$ cat src/rtl/assay_pkg.sv
// Shared types and constants for the assay stage sequencer.
package assay_pkg;
  typedef enum logic [2:0] {IDLE, RUN, WAIT_DET, DONE, ERR} state_e;

  localparam logic [1:0] ERR_NONE        = 2'd0;
  localparam logic [1:0] ERR_DET_FAIL    = 2'd1;
  localparam logic [1:0] ERR_DET_TIMEOUT = 2'd2;

  localparam int DWELL_W_DEF = 16;
endpackage

$ cat src/rtl/stage_dwell_timer.sv
// Loadable counter with freeze and a terminal flag; counts down for dwells,
// up for the detector timeout.
module stage_dwell_timer #(
  parameter int W  = 16,
  parameter bit UP = 1'b0
) (
  input  logic         clk,
  input  logic         rst,
  input  logic         clr,
  input  logic         load,
  input  logic         cnt_en,
  input  logic [W-1:0] load_val,
  input  logic [W-1:0] term_val,
  output logic         term_o
);
  logic [W-1:0] count_q, count_d;

  // Terminal only fires on a counting cycle, so a frozen counter never expires.
  assign term_o = cnt_en && (count_q == term_val);

  always_comb begin
    count_d = count_q;
    if (clr)                     count_d = '0;
    else if (load)               count_d = load_val;
    else if (cnt_en && !term_o)  count_d = UP ? count_q + 1'b1 : count_q - 1'b1;
  end

  always_ff @(posedge clk or posedge rst) begin
    if (rst) count_q <= '0;
    else     count_q <= count_d;
  end
endmodule

$ cat src/rtl/assay_stage_sequencer.sv
// Steps the assay network stage by stage with per-stage dwell, and gates one
// stage on a detector verdict with a timeout.
module assay_stage_sequencer import assay_pkg::*; #(
  parameter int N_STAGES    = 5,
  parameter int DWELL_W     = DWELL_W_DEF,
  parameter int DET_STAGE   = 1,
  parameter int DET_TIMEOUT = 1000,
  localparam int IW = (N_STAGES > 1) ? $clog2(N_STAGES) : 1
) (
  input  logic                        clk,
  input  logic                        rst,
  input  logic                        start,
  input  logic                        abort,
  input  logic                        hold,
  input  logic [N_STAGES*DWELL_W-1:0] dwell_cfg,
  input  logic                        det_valid,
  input  logic                        det_ok,
  output logic [N_STAGES-1:0]         stage_en,
  output logic [IW-1:0]               stage_idx,
  output logic                        busy,
  output logic                        done,
  output logic                        err,
  output logic [1:0]                  err_code
);
  localparam int TW = $clog2(DET_TIMEOUT + 1);
  localparam logic [N_STAGES-1:0] EN0 = N_STAGES'(1);

  state_e                state_q, state_d;
  logic [IW-1:0]         idx_q, idx_d, ld_idx;
  logic [N_STAGES-1:0]   en_q, en_d;
  logic                  busy_q, busy_d, done_q, done_d, err_q, err_d;
  logic [1:0]            code_q, code_d;
  logic                  dw_load, dw_term, to_clr, to_term, tmr_clr, adv;
  logic [DWELL_W-1:0]    dw_raw, dw_val;

  // A zero dwell still occupies one cycle.
  assign dw_raw = dwell_cfg[int'(ld_idx)*DWELL_W +: DWELL_W];
  assign dw_val = (dw_raw == '0) ? DWELL_W'(1) : dw_raw;

  stage_dwell_timer #(.W(DWELL_W), .UP(1'b0)) u_dwell (
    .clk(clk), .rst(rst), .clr(tmr_clr), .load(dw_load),
    .cnt_en((state_q == RUN) && !hold), .load_val(dw_val),
    .term_val(DWELL_W'(1)), .term_o(dw_term)
  );

  stage_dwell_timer #(.W(TW), .UP(1'b1)) u_tmo (
    .clk(clk), .rst(rst), .clr(tmr_clr | to_clr), .load(1'b0),
    .cnt_en((state_q == WAIT_DET) && !hold), .load_val('0),
    .term_val(TW'(DET_TIMEOUT - 1)), .term_o(to_term)
  );

  always_comb begin
    state_d = state_q;
    idx_d   = idx_q;
    en_d    = en_q;
    done_d  = 1'b0;
    err_d   = err_q;
    code_d  = code_q;
    ld_idx  = idx_q;
    dw_load = 1'b0;
    to_clr  = 1'b0;
    tmr_clr = 1'b0;
    adv     = 1'b0;
    case (state_q)
      IDLE, DONE, ERR: if (start) begin
        state_d = RUN;
        idx_d   = '0;
        en_d    = EN0;
        err_d   = 1'b0;
        code_d  = ERR_NONE;
        ld_idx  = '0;
        dw_load = 1'b1;
      end
      RUN: if (dw_term) begin
        if (int'(idx_q) == DET_STAGE) begin
          state_d = WAIT_DET;
          to_clr  = 1'b1;
        end else adv = 1'b1;
      end
      // Detector verdict outranks a timeout landing in the same cycle.
      WAIT_DET: if (det_valid) begin
        if (det_ok) adv = 1'b1;
        else begin
          state_d = ERR;
          en_d    = '0;
          err_d   = 1'b1;
          code_d  = ERR_DET_FAIL;
        end
      end else if (to_term) begin
        state_d = ERR;
        en_d    = '0;
        err_d   = 1'b1;
        code_d  = ERR_DET_TIMEOUT;
      end
      default: state_d = IDLE;
    endcase
    if (adv) begin
      if (int'(idx_q) == N_STAGES - 1) begin
        state_d = DONE;
        en_d    = '0;
        done_d  = 1'b1;
      end else begin
        state_d = RUN;
        idx_d   = idx_q + 1'b1;
        en_d    = EN0 << (idx_q + 1'b1);
        ld_idx  = idx_q + 1'b1;
        dw_load = 1'b1;
      end
    end
    if (abort) begin
      state_d = IDLE;
      idx_d   = '0;
      en_d    = '0;
      done_d  = 1'b0;
      err_d   = 1'b0;
      code_d  = ERR_NONE;
      dw_load = 1'b0;
      tmr_clr = 1'b1;
    end
    busy_d = (state_d == RUN) || (state_d == WAIT_DET);
  end

  always_ff @(posedge clk or posedge rst) begin
    if (rst) begin
      state_q <= IDLE;
      idx_q   <= '0;
      en_q    <= '0;
      busy_q  <= 1'b0;
      done_q  <= 1'b0;
      err_q   <= 1'b0;
      code_q  <= ERR_NONE;
    end else begin
      state_q <= state_d;
      idx_q   <= idx_d;
      en_q    <= en_d;
      busy_q  <= busy_d;
      done_q  <= done_d;
      err_q   <= err_d;
      code_q  <= code_d;
    end
  end

  assign stage_en  = en_q;
  assign stage_idx = idx_q;
  assign busy      = busy_q;
  assign done      = done_q;
  assign err       = err_q;
  assign err_code  = code_q;
endmodule
$ cat config.mk
export PLATFORM = sky130hd
export DESIGN_NAME = assay_stage_sequencer
export DESIGN_NICKNAME = d
export VERILOG_FILES = /design/src/rtl/assay_pkg.sv /design/src/rtl/stage_dwell_timer.sv /design/src/rtl/assay_stage_sequencer.sv
export SDC_FILE = /design/constraint.sdc
export NUM_CORES = 1
export LEC_CHECK = 0
export ABC_CLOCK_PERIOD_IN_PS = 10100
export CAP_MARGIN = 20
export CORE_AREA = 2 2 111 70
export CTS_CLUSTER_SIZE = 28
export DETAILED_ROUTE_END_ITERATION = 6
export DIE_AREA = 0 0 113 72
export GPL_TIMING_DRIVEN = 0
export PLACE_DENSITY = 0.79
export SYNTH_ARGS = -nofsm -noshare
export SYNTH_HDL_FRONTEND = slang
export SYNTH_SLANG_ARGS = --single-unit
$ cat constraint.sdc
create_clock -name clk -period 10.1 [get_ports clk]
set_clock_uncertainty 0.2 [all_clocks]
set_input_delay 2.02 -clock clk [delete_from_list [all_inputs] [get_ports clk]]
set_output_delay 2.02 -clock clk [all_outputs]
set_load 0.005 [all_outputs]
==> flow_summary_export.csv <==
group,metric,value,unit
clock_tree,cts_inserted_buffers,5,
critical_path,worstPathArrival,5.87,ns
sta,final_max_slew_viol_count,0,
critical_path,worstPathRequired,10.08,ns
detailed_routing,drc,5,
logic_synthesis,ys_seq_area_share,30.20,%
detailed_routing,postRouteWirelength,12.15,mm
logic_synthesis,yosysWarnings,0,
clock_tree,numClockSinks,42,
global_route,antenna_found_initial,0,
clock_tree,clock_path_buffers,2,
outcome,status,"finished with violations",
global_route,grt_max_degree,43,
logic_synthesis,postSynthCellCount,442,
floorplanning,start_util,49.10,%
sta,fin_crit,5.883,ns
clock_tree,root_buffer,"clkbuf_16",
sta,fin_setup_tns,0,ns
detailed_routing,drt-initial-drc-count,429,
flow_run,max-cap-violations,0,
sta,relSlewSlack,42.14,%
logic_synthesis,synth_cell_types,64,
detailed_routing,drtAntennaViolNets,0,
floorplanning,die_w,113,um
placement,dp_hpwl,9.362,mm
clock_tree,cts_resized,0,
logic_synthesis,synthArstFlopShare,100.0,%
final_layout,drive_gt1_share,5.282,%
sta,hold_violations,0,
final_layout,antenna_cells,0,
clock_tree,path_clk_slew,0.06,ns
floorplanning,io-pin-count,100,
power,power-per-cell-area,96.81,mW/mm^2
placement,io_buffers,99,
global_route,gr-usage-all-layers,29.40,%
critical_path,end_kind,"register",
sta,max_freq,170.0,MHz
sta,fin_crit_sh,58.25,%
final_layout,mostFrequentLayoutCells,"clkdlybuf4s50_1 (99), nand2_1 (90), nor2_1 (43), dfrtp_1 (42), a21oi_1 (32)",
final_layout,final_common_cell,"clkdlybuf4s50_1",
power,leakage,1.949,nW
final_layout,final_core_util,66.74,%
detailed_routing,vias,3927,
sta,rsz0062_at_grt,"false",
global_route,grt_overflow,0,
floorplanning,dieArea,0.008136,sq mm
sta,final-setup-viol-count,0,
sta,tightest_slew,0.8666,ns
clock_tree,worstSkewPairLatency,0.29,ns
hold_path,holdCritPathClass,"reg -> reg",
logic_synthesis,synthesis.nets,539,
clock_tree,cts_tree,"built",
sta,hold_slack,0.2844,ns
floorplanning,core,0.007087,sq mm
logic_synthesis,yosys.area.top_type,"dfrtp_1",
logic_synthesis,synth.area.top_cells,"dfrtp_1 (30%), nand2_1 (9.7%), nor2_1 (4.6%)",
detailed_routing,firstDrtPassIters,7,
detailed_routing,wl_per_cell,18.99,um
outcome,violations,"DRC",
final_layout,layout.nets,646,
logic_synthesis,synthFlopType,"dfrtp_1",
logic_synthesis,synth.top_cell.area_share,30.20,%
final_layout,area_growth,35.92,%
placement,gp_congestion,0.9982,
logic_synthesis,syn_area,0.003480,sq mm
logic_synthesis,synth_seq_cells,42,
global_route,grt_pass1_vias,3690,
critical_path,cp-start-kind,"primary input",
clock_tree,htree_levels,2,
critical_path,criticalPathCategory,"in -> reg",
clock_tree,cts_hold_buf,0,
floorplanning,std_cell_rows,24,
detailed_routing,vias_per_cell,6.136,
logic_synthesis,avgSynthCellArea,7.872,sq um
logic_synthesis,synth_edf_count,0,
power,worst_ir_drop_vdd,73.68,uV
critical_path,crit_fanout,10,
floorplanning,die_h,72,um
clock_tree,cts_setup_buffers,0,
global_route,grt_pass1_wl,18.86,mm
per-layer routing:
layer	vias up	global-route usage, %	wire length (um)
li1	1837	-	-
met1	1834	45.49	5708
met2	240	40.25	4951
met3	16	7.937	1377
met4	0	7.046	115
met5	-	0	0
final cells by class:
| class | count | area (sq um) |
|---|---|---|
| Fill cell | 584 | 2357 |
| Multi-Input combinational cell | 371 | 2288 |
| Sequential cell | 42 | 1051 |
| Timing Repair Buffer | 100 | 1003 |
| Clock buffer | 7 | 132.6 |
| Buffer | 24 | 121.4 |
| Tap cell | 91 | 113.9 |
| Inverter | 5 | 18.77 |
sequential cells by signal, indices dropped and copies added (netlist names):
| signal | cells |
|---|---|
| u_dwell.count_q | 16 |
| stage_idx | 3 |
| done | 1 |
| stage_en | 5 |
| state_q | 3 |
| busy | 1 |
| err | 1 |
| err_code | 2 |
| u_tmo.count_q | 10 |
stage by stage:
step / area (sq um) / cells / power [mW] / setup slack (ns)
4_1_cts: 4717 / 639 / 0.4551 / 4.367
6_report: 4730 / 640 / 0.4579 / 4.217
5_1_grt: 4730 / 640 / 0.4780 / 4.019
3_5_place_dp: 4584 / 632 / 0.3006 / 4.093
3_3_place_gp: 4584 / 632 / 0.2974 / 4.176
2_1_floorplan: 3480 / 442 / 0.2431 / 5.371
worst max-delay path, cell delays in order:
cell and delay (ns):
clkdlybuf4s50_1 0.46, nor4b_1 0.68, and3_1 0.27, a21o_1 0.34, nor2_1 0.21, clkbuf_1 0.32, nand2_1 0.15, a32oi_1 0.11
a221oi_1 0.58, nand4_1 0.16, o31a_1 0.28, a311oi_1 0.28
synthesized netlist by cell type (all sizes together) (4+ instances only):
| cell | count |
|---|---|
| nand2 | 90 |
| nor2 | 43 |
| dfrtp | 42 |
| a21oi | 32 |
| nor3 | 17 |
| clkbuf | 16 |
| a211oi | 14 |
| xnor2 | 13 |
| nand3 | 12 |
| o21ai | 11 |
| ha | 10 |
| xor2 | 9 |
| a21o | 8 |
| buf | 8 |
| mux2i | 8 |
| a31oi | 7 |
| a32oi | 7 |
| a221oi | 6 |
| a311oi | 6 |
| and3 | 6 |
| mux2 | 6 |
| nand4 | 6 |
| nor3b | 6 |
| nor4 | 6 |
| inv | 5 |
| a32o | 4 |
power breakdown:
group          leakage (nW)  total [mW]  switching [mW]  internal [mW]
Sequential            0.571       0.185         0.00890          0.176
Combinational          1.31       0.117          0.0577         0.0592
Clock                0.0640       0.156          0.0659         0.0906
Total                  1.95       0.458           0.132          0.325
worst paths after layout:
kind                              start            endpoint  slack (ns)  cells after the start
max in group asynchronous           rst          state_q[1]        7.12                      2
hold / removal              err_code[1]         err_code[1]        0.28                      2
setup reg to reg           stage_idx[0]  u_dwell.count_q[0]        5.67                     14
hold reg to reg             err_code[1]         err_code[1]        0.28                      2
min in group asynchronous           rst  u_dwell.count_q[6]        2.02                      2
setup / recovery                   hold  u_dwell.count_q[0]        4.22                     12
kinds of logic (layout without fill, tap and decap cells):
family | after synthesis | in the layout | synth area share (%)
xor gates and xnor gates | 22 | 22 | 5.538
DFF | 42 | 42 | 30.21
and+or+nand+nor | 205 | 205 | 27.40
AOI/OAI and AO/OA | 120 | 120 | 24.42
adders and majority gates | 10 | 10 | 3.596
buffers and inverters | 29 | 136 | 4.027
muxes | 14 | 14 | 4.818
(Power assumes the default switching activity.)
